$ cat src/rtl/alu_sequencer.sv
// Hardwired fetch/decode/execute control unit for register-to-register ALU ops.
// Define ILLEGAL_TRAP_EN to trap undefined opcodes; otherwise they retire as NOPs.
module alu_sequencer #(
  parameter int NUM_REGS = 16,
  parameter int OPC_W    = 5,
  parameter int IR_W     = 32,
  parameter int WAIT_MAX = 15
) (
  input  logic                clock,
  input  logic                clear,
  input  logic                run,
  input  logic [IR_W-1:0]     ir,
  input  logic                mem_ready,
  output logic [OPC_W-1:0]    opcode,
  output logic [NUM_REGS-1:0] r_in,
  output logic [NUM_REGS-1:0] r_out,
  output logic                pc_out,
  output logic                mar_in,
  output logic                inc_pc,
  output logic                z_in,
  output logic                pc_in,
  output logic                read,
  output logic                mdr_in,
  output logic                mdr_out,
  output logic                ir_in,
  output logic                y_in,
  output logic                zlow_out,
  output logic                zhigh_out,
  output logic                lo_in,
  output logic                hi_in,
  output logic                done,
  output logic                busy,
  output logic                mem_err,
  output logic                illegal
);

  localparam int WW = $clog2(WAIT_MAX + 1);

  localparam logic [3:0] S_IDLE = 4'd0;
  localparam logic [3:0] S_T0   = 4'd1;
  localparam logic [3:0] S_T1   = 4'd2;
  localparam logic [3:0] S_T2   = 4'd3;
  localparam logic [3:0] S_T3   = 4'd4;
  localparam logic [3:0] S_T4   = 4'd5;
  localparam logic [3:0] S_T5   = 4'd6;
  localparam logic [3:0] S_T6   = 4'd7;
  localparam logic [3:0] S_DONE = 4'd8;

  localparam logic [4:0] OP_ADD = 5'b00011;
  localparam logic [4:0] OP_ROL = 5'b01010;
  localparam logic [4:0] OP_MUL = 5'b01111;
  localparam logic [4:0] OP_DIV = 5'b10000;
  localparam logic [4:0] OP_NEG = 5'b10001;
  localparam logic [4:0] OP_NOT = 5'b10010;

  logic [3:0]    state_q, state_d;
  logic [WW-1:0] wait_q, wait_d;
  logic          mem_err_q, mem_err_d;
  logic          halt;

  logic [4:0] op;
  logic [3:0] ra, rb, rc;
  logic       is_bin, is_md, is_un, is_def;
  logic       unused_ir;

  assign op = ir[31:27];
  assign ra = ir[26:23];
  assign rb = ir[22:19];
  assign rc = ir[18:15];
  assign unused_ir = ^ir[14:0];

  assign is_bin = (op >= OP_ADD) && (op <= OP_ROL);
  assign is_md  = (op == OP_MUL) || (op == OP_DIV);
  assign is_un  = (op == OP_NEG) || (op == OP_NOT);
  assign is_def = is_bin || is_md || is_un;

  // Out-of-range indices shift the bit off the top, leaving no strobe.
  function automatic logic [NUM_REGS-1:0] sel(input logic [3:0] idx);
    sel = NUM_REGS'(1) << idx;
  endfunction

`ifdef ILLEGAL_TRAP_EN
  logic illegal_q, illegal_d;

  always_ff @(posedge clock or negedge clear) begin
    if (!clear) illegal_q <= 1'b0;
    else        illegal_q <= illegal_d;
  end

  assign halt    = illegal_q;
  assign illegal = illegal_q;
`else
  assign halt    = 1'b0;
  assign illegal = 1'b0;
`endif

  always_ff @(posedge clock or negedge clear) begin
    if (!clear) begin
      state_q   <= S_IDLE;
      wait_q    <= '0;
      mem_err_q <= 1'b0;
    end else begin
      state_q   <= state_d;
      wait_q    <= wait_d;
      mem_err_q <= mem_err_d;
    end
  end

  always_comb begin
    state_d   = state_q;
    wait_d    = wait_q;
    mem_err_d = mem_err_q;
`ifdef ILLEGAL_TRAP_EN
    illegal_d = illegal_q;
`endif
    unique case (state_q)
      S_IDLE: if (run && !halt) state_d = S_T0;
      S_T0: begin
        state_d = S_T1;
        wait_d  = '0;
      end
      S_T1: begin
        if (mem_ready) begin
          state_d = S_T2;
        end else if (wait_q == WW'(WAIT_MAX - 1)) begin
          mem_err_d = 1'b1;
          state_d   = S_IDLE;
        end else begin
          wait_d = wait_q + WW'(1);
        end
      end
      S_T2: begin
        if (is_un)       state_d = S_T4;
        else if (is_def) state_d = S_T3;
`ifdef ILLEGAL_TRAP_EN
        else             state_d = S_T3;
`else
        else             state_d = S_DONE;
`endif
      end
      S_T3: begin
`ifdef ILLEGAL_TRAP_EN
        if (!is_def) begin
          illegal_d = 1'b1;
          state_d   = S_IDLE;
        end else begin
          state_d = S_T4;
        end
`else
        state_d = S_T4;
`endif
      end
      S_T4:   state_d = S_T5;
      S_T5:   state_d = is_md ? S_T6 : S_DONE;
      S_T6:   state_d = S_DONE;
      S_DONE: state_d = run ? S_T0 : S_IDLE;
      default: state_d = S_IDLE;
    endcase
  end

  always_comb begin
    opcode    = '0;
    r_in      = '0;
    r_out     = '0;
    pc_out    = 1'b0;
    mar_in    = 1'b0;
    inc_pc    = 1'b0;
    z_in      = 1'b0;
    pc_in     = 1'b0;
    read      = 1'b0;
    mdr_in    = 1'b0;
    mdr_out   = 1'b0;
    ir_in     = 1'b0;
    y_in      = 1'b0;
    zlow_out  = 1'b0;
    zhigh_out = 1'b0;
    lo_in     = 1'b0;
    hi_in     = 1'b0;
    done      = 1'b0;
    unique case (state_q)
      S_T0: begin
        pc_out = 1'b1;
        mar_in = 1'b1;
        inc_pc = 1'b1;
        z_in   = 1'b1;
      end
      S_T1: begin
        zlow_out = 1'b1;
        pc_in    = (wait_q == '0);
        read     = 1'b1;
        mdr_in   = 1'b1;
      end
      S_T2: begin
        mdr_out = 1'b1;
        ir_in   = 1'b1;
      end
      S_T3: begin
        if (is_bin) begin
          r_out = sel(rb);
          y_in  = 1'b1;
        end else if (is_md) begin
          r_out = sel(ra);
          y_in  = 1'b1;
        end
      end
      S_T4: begin
        opcode = OPC_W'(op);
        z_in   = 1'b1;
        r_out  = is_bin ? sel(rc) : sel(rb);
      end
      S_T5: begin
        zlow_out = 1'b1;
        if (is_md) lo_in = 1'b1;
        else       r_in  = sel(ra);
      end
      S_T6: begin
        zhigh_out = 1'b1;
        hi_in     = 1'b1;
      end
      S_DONE: done = 1'b1;
      default: ;
    endcase
  end

  assign busy    = (state_q != S_IDLE);
  assign mem_err = mem_err_q;

endmodule

$ cat config.mk
export PLATFORM = sky130hd
export DESIGN_NAME = alu_sequencer
export DESIGN_NICKNAME = d
export VERILOG_FILES = /design/src/rtl/alu_sequencer.sv
export SDC_FILE = /design/constraint.sdc
export NUM_CORES = 1
export LEC_CHECK = 0
export ABC_AREA = 0
export BUFFER_PORTS_ARGS = -buffer_cell sky130_fd_sc_hd__buf_4
export CORE_MARGIN = 4
export CORE_UTILIZATION = 47
export DETAILED_ROUTE_END_ITERATION = 7
export GPL_TIMING_DRIVEN = 1
export PLACE_DENSITY = 0.93
export SLEW_MARGIN = 30
export SYNTH_ARGS = -nofsm -noshare
export SYNTH_HDL_FRONTEND = slang
export SYNTH_SLANG_ARGS = --single-unit
$ cat constraint.sdc
create_clock -name clock -period 2.2 [get_ports clock]
set_input_delay 0.11 -clock clock [delete_from_list [all_inputs] [get_ports clock]]
set_output_delay 0.11 -clock clock [all_outputs]
set_load 0.01 [all_outputs]
Word-level counts from Yosys, hierarchy flattened

Index checks and enable logic that the tools add are counted.

Bits in registers: 9
Output and inout port bits: 55
Input bits: 36

Reductions and logical operators: 14
Add/subtract/negate cells: 1
Bitwise gates (word level): 1
Equal/unequal tests: 17
Muxes and demuxes: 30
Shift operators: 3
$lt $le $gt $ge: 2

Operator list:

| kind                                                                                 | count |
|---|---|
| 16-bit 2-to-1 mux                                                                    | 5 |
| 1-bit by 4-bit << shifter with 16-bit output (first input constant)                  | 3 |
| 4-bit case mux with 9 select lines                                                   | 1 |
| 4-bit 2-to-1 mux                                                                     | 8 |
| 16-bit case mux with 2 select lines                                                  | 1 |
| 4-bit by 3-bit equality test with 1-bit output (second input constant)               | 4 |
| 5-bit equality test (second input constant)                                          | 3 |
| 1-bit 2-to-1 mux                                                                     | 13 |
| 4-bit by 2-bit equality test with 1-bit output (second input constant)               | 2 |
| 4-bit equality test (second input constant)                                          | 2 |
| 4-bit zero test                                                                      | 2 |
| 4-bit case mux with 2 select lines                                                   | 1 |
| 2-bit != test (second input constant)                                                | 3 |
| 3-bit AND reduction                                                                  | 2 |
| 5-bit by 4-bit equality test with 1-bit output (second input constant)               | 1 |
| 5-bit by 2-bit greater-or-equal comparator with 1-bit output (second input constant) | 1 |
| 5-bit by 4-bit less-or-equal comparator with 1-bit output (second input constant)    | 1 |
| 5-bit 2-to-1 mux                                                                     | 1 |
| 4-bit by 1-bit adder with 4-bit output (second input constant)                       | 1 |
| 4-bit by 1-bit equality test with 1-bit output (second input constant)               | 1 |
| 1-bit logical OR                                                                     | 4 |
| 4-bit nonzero test                                                                   | 1 |
| 2-bit OR reduction                                                                   | 2 |
| 3-bit != test (second input constant)                                                | 1 |
| 4 further kinds                                                                      | 4 |

Depth between registers and ports, before layout

Gate-level depths: netlist of run 1.

Depth in word-level cells: 7
Gate-level depth with buffers: 7
Gate-level depth less buffers: 6

Least setup slack after synthesis of run 1

OpenSTA, ideal clock, no wires.

Kind: flip-flop to flip-flop
Start: reg state_q[0]
End: reg wait_q[0]
Path slack: 0.267 ns
Stages on the path, launching flop included: 6
Setup time: 0.125 ns
Required time: 2.075 ns
Period minus slack after synthesis: 1.933 ns
Buffers on the path: 1
Arrival: 1.808 ns
Path through: dfrtp_1 -> clkbuf_1 -> nor3b_1 -> nor2b_1 -> nor2_1 -> mux2_2

Longest elaborated chain between the ends: 3
Elaborated cells on any way between the ends: 7
Classes of those cells: eq/ne (4); mux (1); reduce/logical (2)

RTL lines:

| item                                                                                                                    | line | text |
|---|---|---|
| start, declared                                                                                                         | 56   | `logic [3:0] state_q, state_d;` |
| start signal, assigned                                                                                                  | 103  | `state_q <= state_d;` |
| 4-bit by 2-bit equality test with 1-bit output / 4-bit by 1-bit equality test with 1-bit output (equally long branches) | 116  | `unique case (state_q)` |
| 2-bit != test (no line) / 2-bit nonzero test (equally long branches)                                                    | -    |  |
| 3-bit AND reduction (no line)                                                                                           | -    |  |
| end signal, assigned                                                                                                    | 104  | `wait_q <= wait_d;` |
| end, declared                                                                                                           | 57   | `logic [WW-1:0] wait_q, wait_d;` |

Several ways; a longest one is shown, not always the timed one.
A chain may end at the register's enable or synchronous reset.

Worst setup path after layout of run 1

Start: reg state_q[0]
End: out r_out[15]

Longest elaborated chain between the ends: 2
Elaborated cells on any way between the ends: 3
Classes of those cells: eq/ne (2); mux (1)

RTL lines:

| item                                           | line | text |
|---|---|---|
| 4-bit by 3-bit equality test with 1-bit output | 180  | `unique case (state_q)` |
| 16-bit case mux with 2 select lines (*)        | 180  |  |
| end, declared                                  | 16   | `output logic [NUM_REGS-1:0] r_out,` |

Every way passes the cells marked *; elsewhere a longest branch is shown, timed or not.

==> impl_metrics.yaml, run 1 <==
clocking:
  clock_latency_ps: 240
  cts_tree: "yes"
  clkTransAtPathRegs_ps: 50
  numClockSinks: 9
  h-tree-depth: 1
  cts_setup_buffers: 0
  cts_max_path_buffers: 2
  cts_made_buffers: 3
  cts_root_buf: "clkbuf_8"
drt:
  firstDrtPassIters: 4
  vias_per_cell: 6.30
  wl_met1_mm: 2.54
  wl_per_cell_um: 16.5
  dr.first_iter.drc_count: 174
  wl_met3_um: 450
  highest_layer: "met4"
  vias: 2217
  wl_met2_mm: 2.70
  drc_errors: 0
  drt-total-wl_mm: 5.81
  drtAntennaViolNets: 0
placed_design:
  place_congestion: 0.922
  dp_hpwl_mm: 4.38
  io_buffers: 74
synth:
  synth_ff_type: "dfrtp_1"
  ys_seq_area_frac: 0.126
  synth_seq_cells: 9
  syn_nets: 286
  synth_area_leader_cell: "o2111ai_1"
  netlist_area_sq_um: 1790
  async_flop_share: 1.00
  netlist_instances: 247
  yosysWarnings: 0
  synth_top_area_frac: 0.137
  synthTopCellsByArea: "o2111ai_1 (14%), dfrtp_1 (13%), a32oi_1 (6.9%)"
  synth_edf_count: 0
  synth.distinct_cells: 48
  avgSynthCellArea_sq_um: 7.24
finish:
  fin_nets: 344
  final_core_util: 0.665
  syn_to_final_growth_pct: 36.1
  drive_above_1_share: 0.332
  n_antenna_cell: 0
die:
  row_count: 22
  initial_core_util: 0.489
  dieArea_sq_um: 4860
  die_x_um: 69.7
  ios: 91
  die_h_um: 69.7
  core-area_sq_um: 3660
timing:
  clock_skew_ps: 0.516
  timing.final.hold_violations: 0
  fin_crit_sh: 0.986
  rsz0062_at_grt: "false"
  finalSetupTns_ps: 0
  setup_viol: 0
  period_minus_slack_ps: 2170
  tightest_slew_ps: 624
  fmax_mhz: 461
  hold_slack_ps: 98.2
  relSlewSlack: 0.582
  report.final.slew_viol_count: 0
power_and_ir_drop:
  p_leak_nw: 0.934
  total_power_mw: 1.54
  ir_drop_mv: 0.320
  powerDensity_nw_per_um2: 634
grt:
  track_usage: 0.219
  grt_max_degree: 35
  antenna_found_initial: 0
  grt_overflow: 0
  grt_pass1_vias: 1828
  grt_pass1_wl_mm: 8.76
worst_setup_path:
  critPathCaptureType: "output pin"
  start_kind: "register"
  reg2regPathDepth: 4
  arrival_ps: 2060
  critPathMaxFanout: 11
  worst-setup-path-type: "register to output pin"
  critPathRequiredTime_ps: 2090
min_path:
  hold_depth: 2
  hold_path.class: "input pin to register"
flow_run:
  cap_violations: 0
outcome:
  status: "finished, final reports clean"
==> Yosys cell counts (all sizes together), types with 3 or more instances <==
cell     number
buf          21
o211ai        4
a211oi       13
nor2         29
a311oi        4
o2111ai      28
dfrtp         9
o31ai         3
nor2b        11
nor3b         4
nand2        20
inv           5
and2         13
nand2b        6
nand3         7
ha            3
clkbuf        9
a32oi        14
nor3         10
==> cell families (layout without fill, tap and decap cells) <==
kind of cell             count (synthesis)  in the layout  synth area share
XOR/XNOR                                 4              4            0.0196
adder cells (fa/ha/maj)                  3              3            0.0210
AO/OA/AOI/OAI                           80             80             0.380
multiplexers                             2              2            0.0126
buffers and inverters                   35             92            0.0944
other                                    1              1           0.00210
AND/OR/NAND/NOR                        113            113             0.344
flip-flops                               9              9             0.126
==> state kept, by name, summed over array words and instances, names as in the netlist <==
register and count:
state_q 4, wait_q 4, mem_err 1
==> timing repair <==
action | CTS | global route
gates resized for setup | 0 | 8
setup endpoints to repair | 0 | 13
endpoints found under the hold margin | 9 | 0
hold buffers | 1 | 0
==> worst paths after layout <==
check,from,end,slack [ps]
worst max-delay path,state_q[0]$_DFFE_PN0P_,r_out[15],30
worst min-delay path,mem_ready,mem_err$_DFFE_PN0P_,100
min in group asynchronous,clear,wait_q[0]$_DFFE_PN0P_,250
worst min register to register,mem_err$_DFFE_PN0P_,mem_err$_DFFE_PN0P_,490
worst max register to register,state_q[0]$_DFFE_PN0P_,wait_q[3]$_DFFE_PN0P_,270
max in group asynchronous,clear,state_q[3]$_DFFE_PN0P_,1800
==> worst max-delay path, stage by stage (launching register included) <==
cell and delay [ps]:
dfrtp_1 520, and4bb_2 360, and3_1 250, a311oi_1 400, a32oi_1 110, buf_4 170
==> per-stage QoR <==
step	worst slack (ps)	area, sq um	cells
floorplan	267	1790	247
global placement	299	2350	347
detailed placement	256	2350	347
CTS	1.48	2400	352
global route	6.04	2430	352
finish	30.8	2430	352
==> power by group <==
part	switching, mW	internal, mW
Combinational	0.517	0.480
Clock	0.0747	0.127
Sequential	0.126	0.218
==> layout make-up <==
type | instances | area, sq um
fillers | 318 | 1230
repair buffers | 83 | 651
flip-flops and latches | 9 | 228
inverters | 5 | 18.8
well taps | 48 | 60.1
multi-input cells | 203 | 1430
clock buffers | 4 | 45.0
==> cells in the final DEF (no fill, tap or decap), types with 5 or more instances in the layout <==
| cell type | instances |
|---|---|
| buf_4 | 80 |
| and2_1 | 13 |
| nand3_1 | 7 |
| nor2_1 | 29 |
| nor2b_1 | 10 |
| a211oi_1 | 13 |
| a32oi_1 | 14 |
| nand2_1 | 20 |
| inv_1 | 5 |
| dfrtp_1 | 7 |
| nor3_1 | 7 |
| nand2b_1 | 6 |
| o2111ai_1 | 28 |
==> routing by layer <==
metal | track usage | up-vias
li1 | - | 1081
met1 | 0.286 | 1019
met2 | 0.356 | 108
met3 | 0.0377 | 9
met4 | 0.0872 | 0
met5 | 0 | -
Power figures use the tool's default switching activity.
==> inputs of run 2 (changes only) <==
--- a/config.mk
+++ b/config.mk
@@ -5,7 +5,6 @@
 export SDC_FILE = /design/constraint.sdc
 export NUM_CORES = 1
 export LEC_CHECK = 0
-export ABC_AREA = 0
 export BUFFER_PORTS_ARGS = -buffer_cell sky130_fd_sc_hd__buf_4
 export CORE_MARGIN = 4
 export CORE_UTILIZATION = 47
==> constraint.sdc (replaced) <==
create_clock -name clock -period 2.2 [get_ports clock]
set_input_delay 0 -clock clock [delete_from_list [all_inputs] [get_ports clock]]
set_output_delay 0 -clock clock [all_outputs]
set_load 0.01 [all_outputs]
==> run 2 against run 1 <==
Compared with the run above: sequential cell count is the same; clock-buffer cell count unchanged; sequential power fell by 2%; global-route usage is 0.073 points higher; clock power decreased by 6%; hold slack improved by 71 ps; critical path depth did not move; power down 2.2%; sequential share of layout area about the same; largest cell class unchanged.
==> impl_metrics.yaml, run 2 (same netlist as run 1, synthesis figures left out) <==
timing:
  fin_ws_ps: 144
  finalSetupTns_ps: 0
  clock_skew_ps: 4.16
  setup_viol: 0
  fmax_mhz: 486
  timing.final.hold_violations: 0
  period_minus_slack_ps: 2060
  fin_crit_sh: 0.935
  relSlewSlack: 0.597
  tightest_slew_ps: 604
  rsz0062_at_grt: "false"
  report.final.slew_viol_count: 0
power_and_ir_drop:
  p_leak_nw: 0.926
  ir_drop_mv: 0.336
  powerDensity_nw_per_um2: 627
drt:
  drtAntennaViolNets: 0
  wl_per_cell_um: 16.0
  drt-total-wl_mm: 5.61
  firstDrtPassIters: 7
  dr.first_iter.drc_count: 189
  vias: 2247
  drc_errors: 0
  vias_per_cell: 6.40
grt:
  grt_pass1_vias: 1958
  grt_overflow: 0
  track_usage: 0.220
  grt_pass1_wl_mm: 9.09
  grt_max_degree: 35
  antenna_found_initial: 0
die:
  initial_core_util: 0.489
  ios: 91
  row_count: 22
  dieArea_sq_um: 4860
  core-area_sq_um: 3660
  die_x_um: 69.7
  die_h_um: 69.7
worst_setup_path:
  critPathCaptureType: "output pin"
  worst-setup-path-type: "register to output pin"
  start_kind: "register"
  critPathRequiredTime_ps: 2200
  critPathMaxFanout: 12
  arrival_ps: 2060
min_path:
  hold_path.class: "input pin to asynchronous set/reset pin"
clocking:
  cts_setup_buffers: 0
  h-tree-depth: 1
  cts_root_buf: "clkbuf_8"
  numClockSinks: 9
  cts_made_buffers: 3
  cts_tree: "yes"
  clkTransAtPathRegs_ps: 40
  cts_max_path_buffers: 2
  clock_latency_ps: 230
placed_design:
  io_buffers: 74
  dp.cells: 345
  preCtsSetupSlack_ps: 263
  place_congestion: 0.926
  dp_hpwl_mm: 4.17
finish:
  layout_commonest_cell: "buf_4"
  final_cell_mix: "buf_4 (80), nor2_1 (29), o2111ai_1 (28), nand2_1 (20), a32oi_1 (14)"
  syn_to_final_growth_pct: 34.5
  fill_cells: 332
  final_cells: 351
  fin_nets: 343
  n_antenna_cell: 0
  drive_above_1_share: 0.323
outcome:
  status: "finished, final reports clean"
flow_run:
  cap_violations: 0
-- run 2: power breakdown --
part | leakage (nW) | switching, mW | internal (mW)
clock | 0.0228 | 0.0641 | 0.126
sequential | 0.115 | 0.123 | 0.214
combinational | 0.788 | 0.509 | 0.474
total | 0.926 | 0.695 | 0.814
-- run 2: worst max-delay path, cell delays in order, from the launching register on --
cell and delay [ps]:
dfrtp_1 580, and4bb_2 340, and3_1 240, a311oi_1 360, a32oi_1 120, buf_4 170
-- run 2: stage by stage --
| stage | cell area [sq um] | power [mW] | hold slack, ps | util |
|---|---|---|---|---|
| floorplan | 1790 | 0.933 | -296 | - |
| global placement | 2310 | 1.25 | -172 | 0.630 |
| detailed placement | 2310 | 1.29 | -171 | 0.630 |
| CTS | 2370 | 1.48 | 123 | 0.648 |
| global route | 2410 | 1.62 | 170 | 0.658 |
| finish | 2410 | 1.51 | 169 | 0.658 |
-- run 2: area by class of cell --
class / count / area, sq um / area share
well taps: 48 / 60.1 / 0.0249
repair buffers: 82 / 621 / 0.258
inverters: 5 / 18.8 / 0.00780
flip-flops and latches: 9 / 225 / 0.0936
clock buffers: 4 / 45.0 / 0.0187
multi-input cells: 203 / 1440 / 0.597
-- run 2: worst paths after layout --
path	startpoint	cells past startpoint	endpoint	slack, ps
min in group clock	run	4	state_q[0]$_DFFE_PN0P_	260
max in group asynchronous	clear	2	wait_q[2]$_DFFE_PN0P_	1890
worst max register to register	state_q[3]$_DFFE_PN0P_	4	wait_q[3]$_DFFE_PN0P_	190
worst min-delay path	clear	2	state_q[2]$_DFFE_PN0P_	170
worst max-delay path	state_q[3]$_DFFE_PN0P_	5	r_out[15]	140
worst min register to register	mem_err$_DFFE_PN0P_	2	mem_err$_DFFE_PN0P_	460
-- run 2: routing by layer --
layer,part of all wire,up-vias,global-route usage,routed length [um]
met5,0,-,0,0
met2,0.44,145,0.365,2490
met3,0.10,18,0.0261,571
met1,0.43,1002,0.293,2420
met4,0.022,0,0.0723,123
li1,-,1082,-,-
-- run 2: what timing repair did --
| action | 4_1_cts | 5_1_grt |
|---|---|---|
| hold buffers | 2 | 0 |
| endpoints found under the hold margin | 10 | 0 |
| endpoints found under the setup margin | 0 | 12 |
| gates resized for setup | 0 | 7 |
==> inputs of run 3 (changes only) <==
--- a/config.mk
+++ b/config.mk
@@ -5,11 +5,11 @@
 export SDC_FILE = /design/constraint.sdc
 export NUM_CORES = 1
 export LEC_CHECK = 0
+export ABC_AREA = 1
 export BUFFER_PORTS_ARGS = -buffer_cell sky130_fd_sc_hd__buf_4
 export CORE_MARGIN = 4
-export CORE_UTILIZATION = 47
+export CORE_UTILIZATION = 48
 export DETAILED_ROUTE_END_ITERATION = 7
-export GPL_TIMING_DRIVEN = 1
 export PLACE_DENSITY = 0.93
 export SLEW_MARGIN = 30
 export SYNTH_ARGS = -nofsm -noshare
==> run 3 against run 2 <==
Compared with the run above: critical path depth increased by 2; register-to-register slack improved by 610 ps; area after synthesis rose by 8.1%; clock power hardly changed; die area up 5.2%; hold slack lost 100 ps; fmax up 17%; sequential power down 24%.
==> impl_metrics.yaml, run 3 <==
outcome:
  status: "finished, final reports clean"
drt:
  drtAntennaViolNets: 0
  drt-total-wl_mm: 5.64
  vias: 2471
  firstDrtPassIters: 5
  dr.first_iter.drc_count: 238
  wl_per_cell_um: 12.4
  vias_per_cell: 5.45
  drc_errors: 0
clocking:
  cts_made_buffers: 3
  cts_tree: "yes"
  cts_root_buf: "clkbuf_8"
  clock_latency_ps: 230
  numClockSinks: 9
  cts_setup_buffers: 0
  h-tree-depth: 1
  cts_max_path_buffers: 2
  clkTransAtPathRegs_ps: 50
worst_setup_path:
  r2r_start: "state_q[3]$_DFFE_PN0P_"
  reg2regPathDepth: 7
  critPathMaxFanout: 13
  crit_buf_inv: 3
  critPathLaunch: "state_q[0]$_DFFE_PN0P_"
  arrival_ps: 1760
  crit_chain: "nor2_1 > inv_1 > nor2_1 > buf_4 > nand2_1 > o21ai_1 > buf_4"
  cp_top_family: "simple AND/OR/NAND/NOR gates"
  critPathRequiredTime_ps: 2200
  critPathCaptureType: "output pin"
  worst-setup-path-type: "register to output pin"
  reg2reg_slack_ps: 800
  cpPeakStageDelay_ps: 390
  start_kind: "register"
  r2r-end: "wait_q[1]$_DFFE_PN0P_"
  cp_num_cells: 7
  worst_path_max_delay_cell: "dfrtp_1"
die:
  core-area_sq_um: 3770
  die_h_um: 71.5
  initial_core_util: 0.513
  row_count: 22
  dieArea_sq_um: 5110
  ios: 91
  die_x_um: 71.5
synth:
  synth_seq_cells: 9
  synth_area_leader_cell: "nand3_1"
  yosysWarnings: 0
  async_flop_share: 1.00
  netlist_area_sq_um: 1930
  avgSynthCellArea_sq_um: 5.53
  synth_top_area_frac: 0.204
  synth_common_cells: "nand2_1 (85), nand3_1 (79), inv_1 (33), nor2_1 (33), nand4_1 (22)"
  synthTopCellsByArea: "nand3_1 (20%), nand2_1 (16%), dfrtp_1 (12%)"
  synth.most_common_cell: "nand2_1"
  ys_seq_area_frac: 0.116
  syn_nets: 389
  netlist_instances: 350
  synth.distinct_cells: 31
  synth_ff_type: "dfrtp_1"
  synth_edf_count: 0
finish:
  n_antenna_cell: 0
  layout_commonest_cell: "nand2_1"
  final_cell_mix: "nand2_1 (85), nand3_1 (79), buf_4 (77), inv_1 (33), nor2_1 (33)"
  drive_above_1_share: 0.264
  final_core_util: 0.653
  syn_to_final_growth_pct: 27.2
  fin_nets: 445
  fill_cells: 349
grt:
  grt_pass1_vias: 2002
  grt_max_degree: 36
  grt_overflow: 0
  antenna_found_initial: 0
  track_usage: 0.211
  grt_pass1_wl_mm: 9.18
power_and_ir_drop:
  p_sw_mw: 0.663
  p_leak_nw: 1.33
  sw_frac_of_total: 0.491
  ir_drop_mv: 0.284
  seqPwrFrac: 0.189
  pwr-share-comb: 0.669
  internal_power_mw: 0.687
  powerDensity_nw_per_um2: 549
  power.share.clock: 0.142
timing:
  setup_viol: 0
  report.final.slew_viol_count: 0
  fmax_mhz: 568
  clock_skew_ps: 3.63
  rsz0062_at_grt: "false"
  finalSetupTns_ps: 0
  fin_crit_sh: 0.800
  period_minus_slack_ps: 1760
  timing.final.hold_violations: 0
flow_run:
  cap_violations: 0
placed_design:
  dp_hpwl_mm: 4.42
  place_congestion: 0.891
  io_buffers: 74
min_path:
  hold_depth: 3
  worstHoldEndpoint: "state_q[0]$_DFFE_PN0P_"
  hold_path.class: "input pin to register"
  worstHoldStart: "run"
==> run 3: cell types whose count changed in the layout (fill, tap and decap cells not counted), sizes merged, moves of 6 or more <==
| cell | delta |
|---|---|
| o21ai | +9 |
| nand3 | +75 |
| nand4 | +21 |
| a211oi | -13 |
| nand2b | -6 |
| nand2 | +69 |
| nor2 | +17 |
| o2111ai | -28 |
| a32oi | -14 |
| nor2b | -11 |
| inv | +30 |
| and2 | -13 |
==> run 3: logic make-up (layout without fill, tap and decap cells) <==
| logic type | after synthesis | in the layout | synth area share |
|---|---|---|---|
| flip-flops | 9 | 9 | 0.116 |
| buffers and inverters | 62 | 117 | 0.154 |
| adder cells (fa/ha/maj) | 3 | 3 | 0.0194 |
| AND/OR/NAND/NOR | 255 | 255 | 0.641 |
| AO/OA/AOI/OAI | 19 | 19 | 0.0627 |
| XOR/XNOR | 1 | 1 | 0.00453 |
| other | 1 | 1 | 0.00194 |
==> run 3: routing by layer <==
metal / vias up / routed length [um] / share of wire / track usage
li1: 1276 / - / - / -
met5: - / 0 / 0 / 0
met1: 1080 / 2480 / 0.44 / 0.318
met3: 2 / 534 / 0.095 / 0.0323
met4: 0 / 12 / 0.0021 / 0.0125
met2: 113 / 2610 / 0.46 / 0.330
==> run 3: repair_timing <==
action	in CTS	in global routing
resized for setup	0	0
endpoints found under the hold margin	9	0
hold buffers	1	0
==> run 3: worst max path at each step <==
stage / slack, ps / endpoint
floorplan: 960 / state_q[0]$_DFFE_PN0P_
global placement: 730 / r_out[0]
detailed placement: 710 / r_out[0]
CTS: 430 / r_out[0]
global route: 270 / r_out[0]
finish: 440 / r_out[0]
==> run 3: cell type report <==
type                            count  area, sq um  share of cell area
Clock buffer                        4         45.0              0.0183
Inverter                           35          131              0.0534
Multi-Input combinational cell    279         1410               0.573
Sequential cell                     9          225              0.0915
Tap cell                           48         60.1              0.0244
Timing Repair Buffer               78          588               0.239
==> run 3: worst reg2reg max path, cell delays in order, from the launching register on <==
cell     delay, ps
dfrtp_1        410
inv_2           90
nand2_1        110
nor2_4         230
nand3_2        170
nand2_2        160
nand3_1         80
o21ai_0         70
==> run 3: through the flow <==
step                worst slack (ps)  cells  instance area (sq um)  hold slack (ps)  total power [mW]
floorplan                        962    350                   1930             -296             0.868
global placement                 734    448                   2410             -172              1.13
detailed placement               708    448                   2410             -171              1.15
CTS                              435    453                   2460             53.2              1.35
global route                     266    453                   2460             70.5              1.47
finish                           440    453                   2460             65.0              1.35
==> run 3: power groups by stage <==
| stage | Sequential (mW) | Clock [mW] | Combinational (mW) |
|---|---|---|---|
| after floorplan | 0.249 | 0 | 0.619 |
| after global placement | 0.254 | 0 | 0.876 |
| after detailed placement | 0.257 | 0 | 0.896 |
| after CTS | 0.254 | 0.194 | 0.903 |
| after global routing | 0.263 | 0.203 | 1.01 |
| final | 0.256 | 0.192 | 0.903 |
